`src/rtl/multicycle_main_control.sv`:
```
// multicycle_main_control: main FSM for the multicycle MIPS-subset datapath.
// Define MULTICYCLE_BNE_EN to add BNE (opcode 000101) through a BNEEX state.
module multicycle_main_control #(
    parameter int STATE_W = 4
) (
    input  logic               clk,
    input  logic               rst_n,
    input  logic [5:0]         op,
    input  logic               zero,
    input  logic               mem_ready,
    output logic               mem_req,
    output logic               mem_write,
    output logic               iord,
    output logic               ir_write,
    output logic               reg_write,
    output logic               reg_dst,
    output logic               mem_to_reg,
    output logic               alu_src_a,
    output logic [1:0]         alu_src_b,
    output logic [1:0]         alu_op,
    output logic [1:0]         pc_src,
    output logic               pc_en,
    output logic               illegal_op,
    output logic [STATE_W-1:0] state_o
);
    localparam logic [5:0] OP_R    = 6'b000000;
    localparam logic [5:0] OP_LW   = 6'b100011;
    localparam logic [5:0] OP_SW   = 6'b101011;
    localparam logic [5:0] OP_BEQ  = 6'b000100;
    localparam logic [5:0] OP_ADDI = 6'b001000;
    localparam logic [5:0] OP_J    = 6'b000010;
    localparam logic [5:0] OP_BNE  = 6'b000101;

    localparam logic [STATE_W-1:0] IDLE   = STATE_W'(0);
    localparam logic [STATE_W-1:0] FETCH  = STATE_W'(1);
    localparam logic [STATE_W-1:0] DECODE = STATE_W'(2);
    localparam logic [STATE_W-1:0] MEMADR = STATE_W'(3);
    localparam logic [STATE_W-1:0] MEMRD  = STATE_W'(4);
    localparam logic [STATE_W-1:0] MEMWB  = STATE_W'(5);
    localparam logic [STATE_W-1:0] MEMWR  = STATE_W'(6);
    localparam logic [STATE_W-1:0] REXEC  = STATE_W'(7);
    localparam logic [STATE_W-1:0] RWB    = STATE_W'(8);
    localparam logic [STATE_W-1:0] BEQEX  = STATE_W'(9);
    localparam logic [STATE_W-1:0] ADDIEX = STATE_W'(10);
    localparam logic [STATE_W-1:0] ADDIWB = STATE_W'(11);
    localparam logic [STATE_W-1:0] JEX    = STATE_W'(12);
    localparam logic [STATE_W-1:0] BNEEX  = STATE_W'(13);

    logic [STATE_W-1:0] state, state_next, decode_next;
    logic illegal;
    logic in_fetch, in_decode, in_memadr, in_memrd, in_memwb, in_memwr;
    logic in_rexec, in_rwb, in_beqex, in_addiex, in_addiwb, in_jex, in_bneex;
    logic pc_write, branch, taken;

    always_ff @(posedge clk or negedge rst_n) begin
        if (!rst_n)
            state <= IDLE;
        else
            state <= state_next;
    end

    always_comb begin
        decode_next = FETCH;
        illegal = 1'b0;
        case (op)
            OP_LW, OP_SW: decode_next = MEMADR;
            OP_R:         decode_next = REXEC;
            OP_BEQ:       decode_next = BEQEX;
            OP_ADDI:      decode_next = ADDIEX;
            OP_J:         decode_next = JEX;
`ifdef MULTICYCLE_BNE_EN
            OP_BNE:       decode_next = BNEEX;
`endif
            default:      illegal = 1'b1;
        endcase
    end

    // Unreachable encodings fall to the default arm and recover into FETCH.
    always_comb begin
        state_next = FETCH;
        case (state)
            IDLE:    state_next = FETCH;
            FETCH:   state_next = mem_ready ? DECODE : FETCH;
            DECODE:  state_next = decode_next;
            MEMADR:  state_next = (op == OP_SW) ? MEMWR : MEMRD;
            MEMRD:   state_next = mem_ready ? MEMWB : MEMRD;
            MEMWB:   state_next = FETCH;
            MEMWR:   state_next = mem_ready ? FETCH : MEMWR;
            REXEC:   state_next = RWB;
            RWB:     state_next = FETCH;
            BEQEX:   state_next = FETCH;
            ADDIEX:  state_next = ADDIWB;
            ADDIWB:  state_next = FETCH;
            JEX:     state_next = FETCH;
`ifdef MULTICYCLE_BNE_EN
            BNEEX:   state_next = FETCH;
`endif
            default: state_next = FETCH;
        endcase
    end

    assign in_fetch  = state == FETCH;
    assign in_decode = state == DECODE;
    assign in_memadr = state == MEMADR;
    assign in_memrd  = state == MEMRD;
    assign in_memwb  = state == MEMWB;
    assign in_memwr  = state == MEMWR;
    assign in_rexec  = state == REXEC;
    assign in_rwb    = state == RWB;
    assign in_beqex  = state == BEQEX;
    assign in_addiex = state == ADDIEX;
    assign in_addiwb = state == ADDIWB;
    assign in_jex    = state == JEX;
`ifdef MULTICYCLE_BNE_EN
    assign in_bneex  = state == BNEEX;
`else
    assign in_bneex  = 1'b0;
`endif

    assign branch     = in_beqex | in_bneex;
    assign taken      = (in_beqex & zero) | (in_bneex & ~zero);
    assign pc_write   = (in_fetch & mem_ready) | in_jex;
    assign pc_en      = pc_write | taken;
    assign mem_req    = in_fetch | in_memrd | in_memwr;
    assign mem_write  = in_memwr;
    assign iord       = in_memrd | in_memwr;
    assign ir_write   = in_fetch & mem_ready;
    assign reg_write  = in_memwb | in_rwb | in_addiwb;
    assign reg_dst    = in_rwb;
    assign mem_to_reg = in_memwb;
    assign alu_src_a  = in_memadr | in_rexec | branch | in_addiex;
    assign alu_src_b  = in_fetch ? 2'b01 : in_decode ? 2'b11 : (in_memadr | in_addiex) ? 2'b10 : 2'b00;
    assign alu_op     = in_rexec ? 2'b10 : branch ? 2'b01 : 2'b00;
    assign pc_src     = in_jex ? 2'b10 : branch ? 2'b01 : 2'b00;
    assign illegal_op = in_decode & illegal;
    assign state_o    = state;
endmodule

```
`config.mk`:
```
export PLATFORM = sky130hd
export DESIGN_NAME = multicycle_main_control
export DESIGN_NICKNAME = d
export VERILOG_FILES = /design/src/rtl/multicycle_main_control.sv
export SDC_FILE = /design/constraint.sdc
export NUM_CORES = 1
export LEC_CHECK = 0
export CAP_MARGIN = 20
export CELL_PAD_IN_SITES_DETAIL_PLACEMENT = 1
export CELL_PAD_IN_SITES_GLOBAL_PLACEMENT = 2
export CORE_AREA = 2 2 55 57
export CTS_CLUSTER_SIZE = 14
export DETAILED_ROUTE_END_ITERATION = 12
export DIE_AREA = 0 0 57 59
export PLACE_DENSITY_LB_ADDON = 0.1
export SLEW_MARGIN = 20
export SYNTH_ARGS = -nofsm -noshare
export SYNTH_HDL_FRONTEND = slang
export SYNTH_SLANG_ARGS = --single-unit
```
`constraint.sdc`:
```
create_clock -name clk -period 2 [get_ports clk]
set_input_delay 0.3 -clock clk [delete_from_list [all_inputs] [get_ports clk]]
set_output_delay 0.3 -clock clk [all_outputs]
set_load 0.01 [all_outputs]
```
==> results of run 1 <==
-- cell families after synthesis --
kind of cell,count (synthesis)
AOI/OAI and AO/OA,21
muxes,1
DFF,4
buffers and inverters,9
and+or+nand+nor,35
xor gates and xnor gates,2
-- metrics by stage --
step / utilization, % / power (W) / hold WS, ps / setup slack, ps
4_1_cts: 35.2 / 0.00103 / 264 / 0.403
2_1_floorplan: - / 0.000539 / 4.41 / 397
5_1_grt: 35.4 / 0.00109 / 283 / 4.71
6_report: 35.4 / 0.00100 / 266 / 59.3
3_5_place_dp: 34.3 / 0.000968 / 514 / -302
3_3_place_gp: 34.3 / 0.000976 / 514 / -209
-- worst max-delay path: stages, from the launching register on --
cell and delay [ps]:
dfrtp_2 430, nand2b_2 190, buf_4 150, nor2_1 80
clkdlybuf4s50_1 540
-- power breakdown --
group / internal (W) / switching (W) / total, W
Sequential: 0.000114 / 0.0000391 / 0.000153
Clock: 0.0000671 / 0.0000328 / 0.0000999
Combinational: 0.000373 / 0.000376 / 0.000750
Total: 0.000555 / 0.000448 / 0.00100
-- routing by layer --
metal	vias up	GRT usage (%)
met4	0	4.98
met5	-	0
li1	343	-
met1	329	16.6
met2	17	21.0
met3	4	2.84
-- cells in the mapped netlist --
cell	number
o22ai_1	2
o21ba_1	1
nand3_1	2
a21boi_1	1
a21o_1	1
o21ai_1	1
or2_1	1
nand2b_1	1
nand2b_2	2
a21oi_1	3
a211o_1	1
nor2_1	14
nand2_1	4
a2bb2oi_1	1
xor2_1	1
dfrtp_1	4
buf_6	1
nor2b_1	1
and3_1	1
o32a_1	1
buf_2	1
nor3_2	1
o2111ai_1	1
buf_4	4
a21boi_0	1
inv_2	1
o21a_1	3
nor3_1	4
nor4_1	2
or2_4	1
a31o_1	1
inv_1	2
nor4_4	1
mux2i_1	1
o21ai_0	3
xnor2_1	1
-- worst max path at each step --
stage / from / end / slack [ps] / depth (start not counted)
floorplan: state_o[3]$_DFF_PN0_ / illegal_op / 400 / 3
global placement: op[1] / illegal_op / -210 / 5
detailed placement: op[1] / illegal_op / -300 / 5
CTS: op[0] / illegal_op / 0.4 / 6
global route: state_o[2]$_DFF_PN0_ / pc_src[0] / 5 / 4
finish: state_o[2]$_DFF_PN0_ / pc_src[0] / 60 / 4
-- timing repair --
action,4_1_cts,5_1_grt
resized for setup,16,6
pin swaps,0,0
setup endpoints to repair,10,5
hold buffers,0,0
-- cell type report --
class | instances | area [um^2]
clock buffer | 3 | 22.5
fill | 353 | 1750
inverter | 3 | 11.3
multi-input combinational | 59 | 378
sequential | 4 | 104
tap | 31 | 38.8
timing repair buffer | 45 | 405
==> results.py, run 1 <==
metrics = {
    "floorplanning": {
        "fp.dieH_um": 59,
        "rows": 19,
        "ioPinCount": 30,
        "die_x_um": 57,
        "die_area_mm2": 0.00336,
        "core_area_mm2": 0.00271,
        "floorplan.initialDensity_pct": 19.4,
    },
    "clock_network": {
        "insertion_delay_ps": 240,
        "cts_tree": "yes",
        "clk_pin_slew_ps": 40,
        "cts.sinks": 4,
        "h-tree-depth": 1,
        "cts_buffer_depth": 2,
        "root_buffer": "clkbuf_4",
        "cts_setup_buffers": 0,
        "cts_buffers": 3,
    },
    "yosys": {
        "synthAdderAreaFrac_pct": 0,
        "synth-simple-area-share_pct": 36.7,
        "yosysWarnings": 0,
        "ys_seq_elements": 4,
        "synth_compound_area_share_pct": 28.1,
        "synth_cell_types": 36,
        "avgSynthCellArea_um2": 7.30,
        "synth_top_family_by_area": "simple AND/OR/NAND/NOR gates",
        "synth_xor_area_share_pct": 3.33,
        "syn_nets": 82,
        "synth.top_cells.by_area": "dfrtp_1 19%, nor2_1 10%, buf_4 5.7%, o21a_1 4.3%, nor4_4 4.0%",
        "ys_seq_area_share_pct": 19.0,
        "syn_area_um2": 526,
        "yosys-mux-area-fraction_pct": 1.90,
        "yosysTopAreaCell": "dfrtp_1",
        "synthCells": 72,
        "netlist.area_leader.share_pct": 19.0,
    },
    "global_routing": {
        "grt_max_degree": 13,
        "grt_pass1_wl_um": 3330,
        "antenna_found_initial": 0,
        "grt-ovfl-total": 0,
        "grt.total_usage_pct": 12.9,
        "grt_pass1_vias": 720,
    },
    "critical_path": {
        "rr_startpoint": "state_o[2]$_DFF_PN0_",
        "ff2ff_path_depth": 6,
        "startpoint_type": "flop",
        "r2r_slack_ps": 680,
        "required_ps": 1700,
        "r2r_end": "state_o[1]$_DFF_PN0_",
        "crit_arrival_ps": 1640,
        "setup.worst_path.class": "reg -> out",
        "worstPathMaxFanout": 6,
        "end_kind": "output pin",
    },
    "layout": {
        "layout.cells.non_filler": 145,
        "largest_reg_flops": 4,
        "finish.instance_area_um2": 960,
        "diodes": 0,
        "nets": 126,
        "layout-drive-gt1-share_pct": 27.2,
        "mostFrequentLayoutCells": "16 x clkdlybuf4s50_1, 16 x buf_4, 14 x nor2_1",
        "synthToLayoutAreaGrowth_pct": 82.6,
    },
    "placed_design": {
        "portBuffers": 29,
        "placed_cells_incl_taps": 142,
        "gp_congestion": 0.791,
        "dpl_cell_area_um2": 928,
        "hpwl_um": 1610,
    },
    "timing": {
        "fin_crit_sh_pct": 97.0,
        "skew_ps": 2.01,
        "slew_violations": 0,
        "finalSetupViolations": 0,
        "finalSetupTns_ps": 0,
        "max_freq_mhz": 515,
        "relSlewSlack_pct": 82.0,
        "min_period_ps": 1940,
        "finalHoldViolations": 0,
        "rsz0062_at_grt": "false",
        "worst_slew_pin_slew_ps": 268,
    },
    "power": {
        "power_per_cell_area_mw_per_mm2": 1050,
        "leakage_nw": 0.479,
        "ir_worst_vdd_mv": 0.452,
    },
    "detailed_routing": {
        "drt_iter0_markers": 5,
        "routed_via_density": 4.78,
        "vias": 693,
        "wl_met3_um": 107,
        "ant_nets": 0,
        "wl_per_cell_um": 13.8,
        "drt-pass1-iter-count": 4,
        "wirelength_um": 2010,
        "highest_layer": "met4",
        "drc": 0,
        "wl_met2_um": 967,
        "routedLengthMet1_um": 901,
    },
    "flow_run": {
        "max_cap_violations": 0,
    },
    "run_status": {
        "status": "completed",
    },
    "hold_path": {
        "min_path_type": "in -> async",
    },
}
Note: power is estimated with default switching activity, not from simulation.
==> inputs of run 2 (changes only) <==
- CORE_AREA: 2 2 55 57 -> 2 2 54 56
- CTS_BUF_LIST: unset -> sky130_fd_sc_hd__clkbuf_2
- DIE_AREA: 0 0 57 59 -> 0 0 56 58
- SLEW_MARGIN: 20 -> 0
==> run 2 against run 1 <==
Net effect: wire length decreased by 1.6%; worst setup slack better by 19 ps; first-iteration DRC count fell by 20%; maximum frequency grew 1.0%; cell count up 4.8%; sequential power shrank 8%; critical endpoint is now mem_req; largest power group unchanged.
==> results.py, run 2 (same netlist as run 1, synthesis figures left out) <==
metrics = {
    "run_status": {
        "status": "completed",
    },
    "floorplanning": {
        "fp.dieH_um": 58,
        "floorplan.initialDensity_pct": 19.7,
        "die_x_um": 56,
        "rows": 19,
        "die_area_mm2": 0.00325,
        "ioPinCount": 30,
        "core_area_mm2": 0.00266,
    },
    "placed_design": {
        "gp_congestion": 0.742,
        "placed_cells_incl_taps": 142,
        "dpl_cell_area_um2": 928,
        "portBuffers": 29,
        "hpwl_um": 1590,
    },
    "power": {
        "leakage_nw": 0.530,
        "ir_worst_vdd_mv": 0.405,
        "internal_power_w": 0.000608,
        "pwr-share-clk_pct": 7.2,
        "swShare_pct": 43.3,
        "power_per_cell_area_mw_per_mm2": 1050,
        "p_seq_share_pct": 13.2,
        "comb_power_share_pct": 79.6,
        "switchingPower_w": 0.000464,
    },
    "clock_network": {
        "cts_buffer_depth": 2,
        "insertion_delay_ps": 220,
        "cts_buffers": 3,
        "cts.sinks": 4,
        "root_buffer": "clkbuf_2",
        "clk_pin_slew_ps": 50,
        "ctsHoldBuffers": 0,
        "h-tree-depth": 1,
        "cts_tree": "yes",
    },
    "detailed_routing": {
        "wirelength_um": 1980,
        "ant_nets": 0,
        "vias": 711,
        "drc": 0,
        "wl_per_cell_um": 13.0,
        "drt-pass1-iter-count": 2,
        "routed_via_density": 4.68,
        "drt_iter0_markers": 4,
    },
    "global_routing": {
        "grt_max_degree": 13,
        "grt_pass1_vias": 696,
        "antenna_found_initial": 0,
        "grt_pass1_wl_um": 3190,
        "grt.total_usage_pct": 13.0,
        "grt-ovfl-total": 0,
    },
    "layout": {
        "synthToLayoutAreaGrowth_pct": 93.8,
        "nets": 133,
        "fillers": 343,
        "diodes": 0,
        "seq_area_um2": 101,
        "mostFrequentLayoutCells": "22 x buf_4, 18 x clkdlybuf4s50_1, 14 x nor2_1",
        "layout.cells.non_filler": 152,
        "layout-drive-gt1-share_pct": 30.6,
        "final_common_cell": "buf_4",
        "multiInputGateArea_um2": 380,
        "finish.instance_area_mm2": 0.00102,
        "largest_reg_flops": 4,
    },
    "critical_path": {
        "r2r_end": "state_o[1]$_DFF_PN0_",
        "setup.worst_path.class": "reg -> out",
        "startpoint_type": "flop",
        "endpoint": "mem_req",
        "critPathLaunch": "state_o[3]$_DFF_PN0_",
        "required_ps": 1700,
        "r2r_slack_ps": 710,
        "end_kind": "output pin",
        "ff2ff_path_depth": 6,
        "worstPathMaxFanout": 4,
        "crit_arrival_ps": 1620,
        "rr_startpoint": "state_o[3]$_DFF_PN0_",
    },
    "timing": {
        "worst_slew_pin_slew_ps": 250,
        "fin_crit_sh_pct": 96.1,
        "finalHoldViolations": 0,
        "rsz0062_at_grt": "false",
        "max_freq_mhz": 520,
        "min_period_ps": 1920,
        "finalSetupViolations": 0,
        "finalSetupTns_ps": 0,
        "skew_ps": 5.25,
        "slew_violations": 0,
        "relSlewSlack_pct": 83.2,
    },
    "flow_run": {
        "max_cap_violations": 0,
    },
    "hold_path": {
        "min_path_type": "in -> async",
    },
}
## run 2: worst min-delay path by stage
stage	endpoint	slack, ps	startpoint
2_1_floorplan	state_o[0]$_DFF_PN0_	4	rst_n
3_3_place_gp	state_o[2]$_DFF_PN0_	510	rst_n
3_5_place_dp	state_o[2]$_DFF_PN0_	520	rst_n
4_1_cts	state_o[1]$_DFF_PN0_	290	rst_n
5_1_grt	state_o[1]$_DFF_PN0_	280	rst_n
6_report	state_o[1]$_DFF_PN0_	280	rst_n
## run 2: area by class of cell
class	count	area share, %
repair buffers	52	46.3
multi-input cells	59	37.3
clock buffers	3	1.47
flip-flops and latches	4	9.95
well taps	31	3.81
inverters	3	1.11
## run 2: routing by layer
layer / track usage (%) / vias up / wire length, um
met2: 24.5 / 20 / 1050
met5: 0 / - / 0
met4: 8.50 / 0 / 52
li1: - / 355 / -
met3: 1.79 / 5 / 85
met1: 13.4 / 331 / 782
## run 2: worst max-delay path, stage by stage (launching register included)
cell and delay, ps:
dfrtp_1 390, buf_4 140, buf_6 110, buf_4 130
nor2_1 90, clkdlybuf4s50_1 540
## run 2: power by group through the flow
stage          Combinational (W)  Sequential (W)  Clock (W)
6_report                0.000854        0.000141  0.0000768
2_1_floorplan           0.000395        0.000144          0
5_1_grt                 0.000923        0.000144  0.0000860
3_3_place_gp            0.000837        0.000141          0
3_5_place_dp            0.000836        0.000142          0
4_1_cts                 0.000861        0.000138  0.0000777
## run 2: metrics by stage
step	total power (W)	setup slack (ps)	utilization, %	hold slack (ps)
4_1_cts	0.00108	4.61	36.9	285
2_1_floorplan	0.000539	397	-	4.41
3_5_place_dp	0.000977	-238	34.9	517
5_1_grt	0.00115	1.33	38.3	282
3_3_place_gp	0.000978	-215	34.9	512
6_report	0.00107	78.5	38.3	278
## run 2: what timing repair did
item	in CTS	in global routing
setup buffers	4	3
pin swaps	0	0
gates resized for setup	9	10
endpoints found under the setup margin	6	12
==> inputs of run 3 (changes only) <==
- CORE_AREA: 2 2 54 56 -> 2 2 56 58
- DIE_AREA: 0 0 56 58 -> 0 0 58 60
- MAX_ROUTING_LAYER: unset -> met4
- clock period: 2 -> 1.8 ns (I/O delays scaled with it)
==> run 3 against run 2 <==
Net effect: combinational power up 12%; utilization shrank 2.3 points; total power is 14% higher; wire length increased by 6.8%; cell area increased by 2.6%; clock power rose by 14%; worst hold slack worse by 23 ps; count of clock-buffer cells in the layout unchanged; sequential power increased by 25%; clock skew rose by 4.4 ps; cell count up 3.9%.
==> results.py, run 3 (same netlist as run 1, synthesis figures left out) <==
metrics = {
    "run_status": {
        "status": "completed",
    },
    "layout": {
        "synthToLayoutAreaGrowth_pct": 98.8,
        "layout-drive-gt1-share_pct": 37.6,
        "fillers": 364,
        "largest_reg_flops": 4,
        "mostFrequentLayoutCells": "25 x buf_4, 13 x nor2_1, 9 x dlygate4sd2_1",
        "nets": 137,
        "layout.cells.non_filler": 158,
        "final_common_cell": "buf_4",
        "diodes": 0,
    },
    "global_routing": {
        "antenna_found_initial": 0,
        "grt-ovfl-total": 0,
        "grt.total_usage_pct": 13.8,
        "grt_pass1_vias": 743,
        "grt_pass1_wl_um": 3520,
        "grt_max_degree": 9,
    },
    "clock_network": {
        "ctsHoldBuffers": 0,
        "h-tree-depth": 1,
        "cts_buffer_depth": 2,
        "clk_pin_slew_ps": 60,
        "cts_buffers": 3,
        "cts.sinks": 4,
        "root_buffer": "clkbuf_2",
        "cts_tree": "yes",
        "insertion_delay_ps": 220,
    },
    "power": {
        "power_per_cell_area_mw_per_mm2": 1170,
        "ir_worst_vdd_mv": 0.478,
        "leakage_nw": 0.545,
    },
    "floorplanning": {
        "core_area_mm2": 0.00290,
        "ioPinCount": 30,
        "floorplan.initialDensity_pct": 18.1,
        "fp.dieH_um": 60,
        "die_area_mm2": 0.00348,
        "rows": 20,
        "die_x_um": 58,
    },
    "timing": {
        "finalSetupViolations": 0,
        "slew_violations": 0,
        "fin_ws_ps": 102,
        "finalHoldViolations": 0,
        "hold_ws_ps": 255,
        "max_freq_mhz": 589,
        "min_period_ps": 1700,
        "skew_ps": 9.63,
        "fin_crit_sh_pct": 94.3,
        "worst_slew_pin_slew_ps": 279,
        "relSlewSlack_pct": 81.3,
        "rsz0062_at_grt": "false",
    },
    "detailed_routing": {
        "drt-pass1-iter-count": 4,
        "drt_iter0_markers": 9,
        "drc": 0,
        "ant_nets": 0,
        "routed_via_density": 4.56,
        "wl_per_cell_um": 13.4,
        "vias": 721,
        "wirelength_um": 2110,
    },
    "flow_run": {
        "max_cap_violations": 0,
    },
    "placed_design": {
        "placed_cells_incl_taps": 151,
        "hpwl_um": 1740,
        "pre_cts_slack_ps": -451,
        "portBuffers": 29,
        "gp_congestion": 0.732,
    },
    "critical_path": {
        "crit_arrival_ps": 1430,
        "worstPathMaxFanout": 6,
        "rr_startpoint": "state_o[1]$_DFF_PN0_",
        "startpoint_type": "flop",
        "required_ps": 1530,
        "critPathLaunch": "state_o[3]$_DFF_PN0_",
        "setup.worst_path.class": "reg -> out",
        "end_kind": "output pin",
    },
    "hold_path": {
        "min_path_type": "in -> async",
    },
}
run 3: cell count changes in the layout (fill, tap and decap cells not counted), sizes merged:
cell,before,now
buf,23,29
dlygate4sd2,4,9
clkbuf,4,5
clkdlybuf4s50,18,8
clkdlybuf4s15,0,2
run 3: area by class of cell:
cell class,instances,area (um^2),share of cell area (%)
clock buffers,3,15.0,1.44
inverters,3,13.8,1.32
repair buffers,56,484,46.3
multi-input cells,59,388,37.1
flip-flops and latches,4,103,9.82
well taps,33,41.3,3.95
run 3: report_power, final:
| part | total (W) | switching [W] | internal [W] |
|---|---|---|---|
| logic | 0.000957 | 0.000447 | 0.000510 |
| registers | 0.000176 | 0.0000505 | 0.000126 |
| clock network | 0.0000873 | 0.0000424 | 0.0000449 |
| total | 0.00122 | 0.000540 | 0.000681 |
run 3: worst paths after layout:
path | depth (start not counted) | slack (ps) | end
worst min-delay path | 1 | 250 | state_o[3]$_DFF_PN0_
worst max-delay path | 3 | 100 | illegal_op
worst min register to register | 3 | 700 | state_o[3]$_DFF_PN0_
min in group clk | 4 | 540 | state_o[0]$_DFF_PN0_
max in group asynchronous | 1 | 1360 | state_o[0]$_DFF_PN0_
worst max register to register | 5 | 490 | state_o[1]$_DFF_PN0_
run 3: worst max-delay path, cell delays in order (launching register included):
cell,delay (ps)
dfrtp_2,440
or2_1,250
nor4_1,320
buf_2,190
run 3: what timing repair did:
action / in CTS / in global routing
endpoints found under the setup margin: 16 / 7
resized for setup: 26 / 19
buffers inserted: 1 / 3
pin swaps: 0 / 4
run 3: layer usage:
metal	GRT usage [%]	wire, um
met1	15.2	850
met2	25.2	1150
met3	1.30	101
met4	5.98	12
met5	-	0
run 3: per-stage QoR:
stage,utilization [%],total power (W),cell area (um^2),TNS (ps)
global route,36.0,0.00134,1040,0
global placement,33.9,0.00115,983,-613
CTS,35.1,0.00124,1020,-231
floorplan,-,0.000598,526,0
finish,36.0,0.00122,1040,0
detailed placement,33.9,0.00116,983,-781
==> variant 1, RTL diff (flow settings as in run 1) <==
Change the parameter `STATE_W` from 4 to 5.
--- a/src/rtl/multicycle_main_control.sv
+++ b/src/rtl/multicycle_main_control.sv
@@ -3,3 +3,3 @@
 module multicycle_main_control #(
-    parameter int STATE_W = 4
+    parameter int STATE_W = 5
 ) (
Ports: changed (resized state_o); port bits go from 30 to 31. The function was not compared with the original's and may differ.
==> variant 1 against run 1 <==
- setup slack better by 45 ps
- non-clock buffer count up 3
- via count up 0.72%
- sequential cell count unchanged
- first-iteration DRC count down 20%
- largest cell class unchanged
- cell area up 6.4%
- critical path depth up 2
- routed wire length up 4.4%
- count of clock-buffer cells in the layout unchanged
- utilization up 2.3 points
- largest power group unchanged
- maximum frequency up 2.4%
- power up 10%
- synthesized area up 2.1%
==> variant 1: results (changes against run 1) <==
- Status: completed
- Syn_nets: 84 (+2.4%)
- CP Max Fanout: 3 (-3)
- Syn Inst Count: 74 (+2.8%)
- Worst slack, placed: -247 ps (+54.9 ps)
- Vias/cell: 4.68 (-2.0%)
- Final #Nets: 130 (+3.2%)
- Global-route wire length before repair: 3320 um (-0.42%)
- Clk_skew: 3.67 ps (+1.66 ps)
- Clock power share: 8.7% (-1.3 points)
- Leakage: 0.561 nW (+17%)
- DRT iter0 DRCs: 4 (-1)
- Placed cells: 145 (+2.1%)
- Largest net degree at the start of global routing: 9 (-4)
- # fillers: 335 (-5.1%)
- Yosys cell types: 37 (+2.8%)
- Comb pwr share: 76.4% (+1.7 points)
- Ratio of cells with drive above 1 in the final layout: 29.7% (+2.5 points)
- Total combinational power: 0.845 mW (+13%)
- Post-synthesis sequential area ratio: 18.6% (-0.40 points)
- Gpl congestion: 0.761 (-3.8%)
- WP data arrival: 1600 ps (-40 ps)
- Placed instance area: 947 sq um (+2.0%)
- Vias in the first global route: 725 (+0.69%)
- Switching part of the total: 42.9% (-1.8 points)
- Maximum VDD drop: 0.000788 V (+74%)
- Storage cell area: 105 sq um (+1.2%)
- Post-Route WL: 2100 um (+4.4%)
- Detailed Routing Iterations Pass 1: 2 (-2)
- Synth area leaders: dfrtp_1, nor2_1, buf_4
- HPWL after detailed placement: 1630 um (+1.1%)
- Top cells by count, synth: nor2_1, buf_4, dfrtp_1, nand2_1, nor3_1
variant 1: logic make-up (layout without fill, tap and decap cells):
kind of cell	Yosys count	in the layout	share of synthesized area, %
compound gates	21	21	27.5
xor+xnor	2	2	3.26
buf+inv	10	54	12.1
flops	4	4	18.6
mux	1	1	1.86
other cells	1	1	0.699
simple gates	35	35	35.9
variant 1: what timing repair did:
action	in CTS	in global routing
setup endpoints to repair	13	9
setup buffers	1	0
resized for setup	15	11
pin swaps	0	2
variant 1: layer usage:
metal / wire length (um) / vias up / GRT usage (%)
met2: 1040 / 17 / 22.2
met1: 971 / 331 / 16.5
met5: 0 / - / 0
met4: 0 / 0 / 2.99
met3: 87 / 0 / 2.62
li1: - / 350 / -
variant 1: critical path, cell delays in order:
cell and delay (ps):
clkdlybuf4s50_1 420, or2_4 280, o32a_1 300, nor2_1 110, nor4_1 50, clkbuf_2 130
variant 1: final timing paths:
path                       depth (start not counted)                    to  slack, ps                 start
min                                                1  state_o[2]$_DFF_PN0_        270                 rst_n
max                                                6            illegal_op        100                 op[5]
max reg2reg                                        6  state_o[1]$_DFF_PN0_        670  state_o[2]$_DFF_PN0_
max in group asynchronous                          1  state_o[1]$_DFF_PN0_       1540                 rst_n
min reg2reg                                        1  state_o[2]$_DFF_PN0_        540  state_o[3]$_DFF_PN0_
min in group clk                                   1  state_o[2]$_DFF_PN0_        540  state_o[3]$_DFF_PN0_
variant 1: final cells by class:
class,count,area share (%)
multi-input combinational,60,37.9
timing repair buffer,48,44.7
tap,31,3.80
sequential,4,10.3
inverter,3,1.10
clock buffer,3,2.21
==> variant 2, RTL diff (config.mk and constraints of run 1) <==
Made on the original files. Make the reset (`rst_n`) synchronous in one clocked block.
--- a/src/rtl/multicycle_main_control.sv
+++ b/src/rtl/multicycle_main_control.sv
@@ -54,3 +54,3 @@
 
-    always_ff @(posedge clk or negedge rst_n) begin
+    always_ff @(posedge clk) begin
         if (!rst_n)
Check against the original RTL: differs if rst_n is asserted again (counterexample within 4 cycles, from zero or initial values and one cycle with rst_n low); with rst_n held inactive, the same outputs for 10 cycles.
==> variant 2 against run 1 <==
- highest routed layer is now met3
- sequential cell count unchanged
- via count increased by 7.5%
- synthesized area increased by 2.6%
- register-to-register slack got worse by 50 ps
- critical endpoint is now illegal_op
- utilization increased by 3.7 points
- worst hold slack improved by 300 ps
- cell area increased by 10%
- setup slack improved by 24 ps
- routed wire length increased by 10%
Power is left out: it rests on default switching activity, and per cell area and clock period it moved more than threefold.
==> variant 2: results (changes against run 1) <==
- M1 GR Usage: 15.7% (-0.95 points)
- GR Util met3: 3.71% (+0.87 points)
- Main flop type after synthesis: dfxtp_1
- Ratio of cells with drive above 1 in the final layout: 33.3% (+6.1 points)
- Placed instance area: 997 sq um (+7.4%)
- R2r setup slk: 630 ps (-50 ps)
- # fillers: 336 (-4.8%)
- Top cells by count, synth: nor2_1, nand2_1
- Vias in the first global route: 774 (+7.5%)
- Gpl congestion: 0.781 (-1.2%)
- Syn_nets: 87 (+6.1%)
- HPWL after detailed placement: 1850 um (+14%)
- Vias/cell: 4.75 (-0.71%)
- Post-synthesis sequential area ratio: 14.8% (-4.2 points)
- GRT Util Overall: 13.2% (+0.37 points)
- Synth area leaders: dfxtp_1, nor2_1, buf_4
- Ys async rst share: 0% (-100 points)
- Global-route wire length before repair: 3460 um (+3.9%)
- Worst hold path type: input pin to register
- Worst slew margin: 73.2% (-8.7 points)
- Wire per inst: 14.1 um (+1.7%)
- Status: completed
- Detailed Routing Iterations Pass 1: 3 (-1)
- Clk_skew: 1.84 ps (-0.171 ps)
- Yosys cell types: 37 (+2.8%)
- CP Max Fanout: 3 (-3)
- Largest net degree at the start of global routing: 12 (-1)
- DRT iter0 DRCs: 7 (+2)
variant 2: changes by cell type in the layout (fill, tap and decap cells not counted), moves of 3 or more:
cell / change
dfrtp_2: -3
nand2b_1: +3
dfxtp_2: +3
clkdlybuf4s50_1: +3
buf_4: +7
variant 2: critical path, cell delays in order:
cell and delay, ps:
clkdlybuf4s50_1 540, nor3_2 80, nand2b_1 90, a21oi_1 70, nor4b_1 240, dlygate4sd2_1 300
variant 2: final timing paths:
kind / from / end
worst max-delay path: op[3] / illegal_op
worst min-delay path: op[5] / state_o[2]$_SDFF_PN0_
worst max register to register: state_o[3]$_SDFF_PN0_ / state_o[1]$_SDFF_PN0_
worst min register to register: state_o[3]$_SDFF_PN0_ / state_o[2]$_SDFF_PN0_
variant 2: metal layers:
layer  part of all wire, %  routed length, um
met1                    43                961
met5                     0                  0
met2                    52               1140
met4                     0                  0
met3                   4.9                108
variant 2: cell type report:
cell class,count,area share [%]
tap,31,3.66
inverter,2,0.708
timing repair buffer,52,43.9
multi-input combinational,65,41.3
clock buffer,3,2.13
sequential,4,8.26
variant 2: timing repair:
action                                  in CTS  in global routing
buffers inserted                             0                  0
endpoints found under the setup margin      12                  3
gates resized for setup                     16                  6
variant 2: per-stage QoR:
step           util (%)  worst slack [ps]  hold WS, ps  cells  TNS [ps]
2_1_floorplan         -               542          423     77         0
3_5_place_dp       36.8              -244          731    154      -244
3_3_place_gp       36.8              -168          744    154      -168
6_report           39.1              83.7          568    157         0
4_1_cts            38.3              6.60          674    157         0
5_1_grt            39.1              1.66          613    157         0
variant 2: logic make-up after synthesis:
| logic type | share of synthesized area, % |
|---|---|
| flip-flops | 14.8 |
| AND/OR/NAND/NOR | 46.2 |
| XOR/XNOR | 3.25 |
| AO/OA/AOI/OAI | 26.2 |
| buffers and inverters | 9.51 |
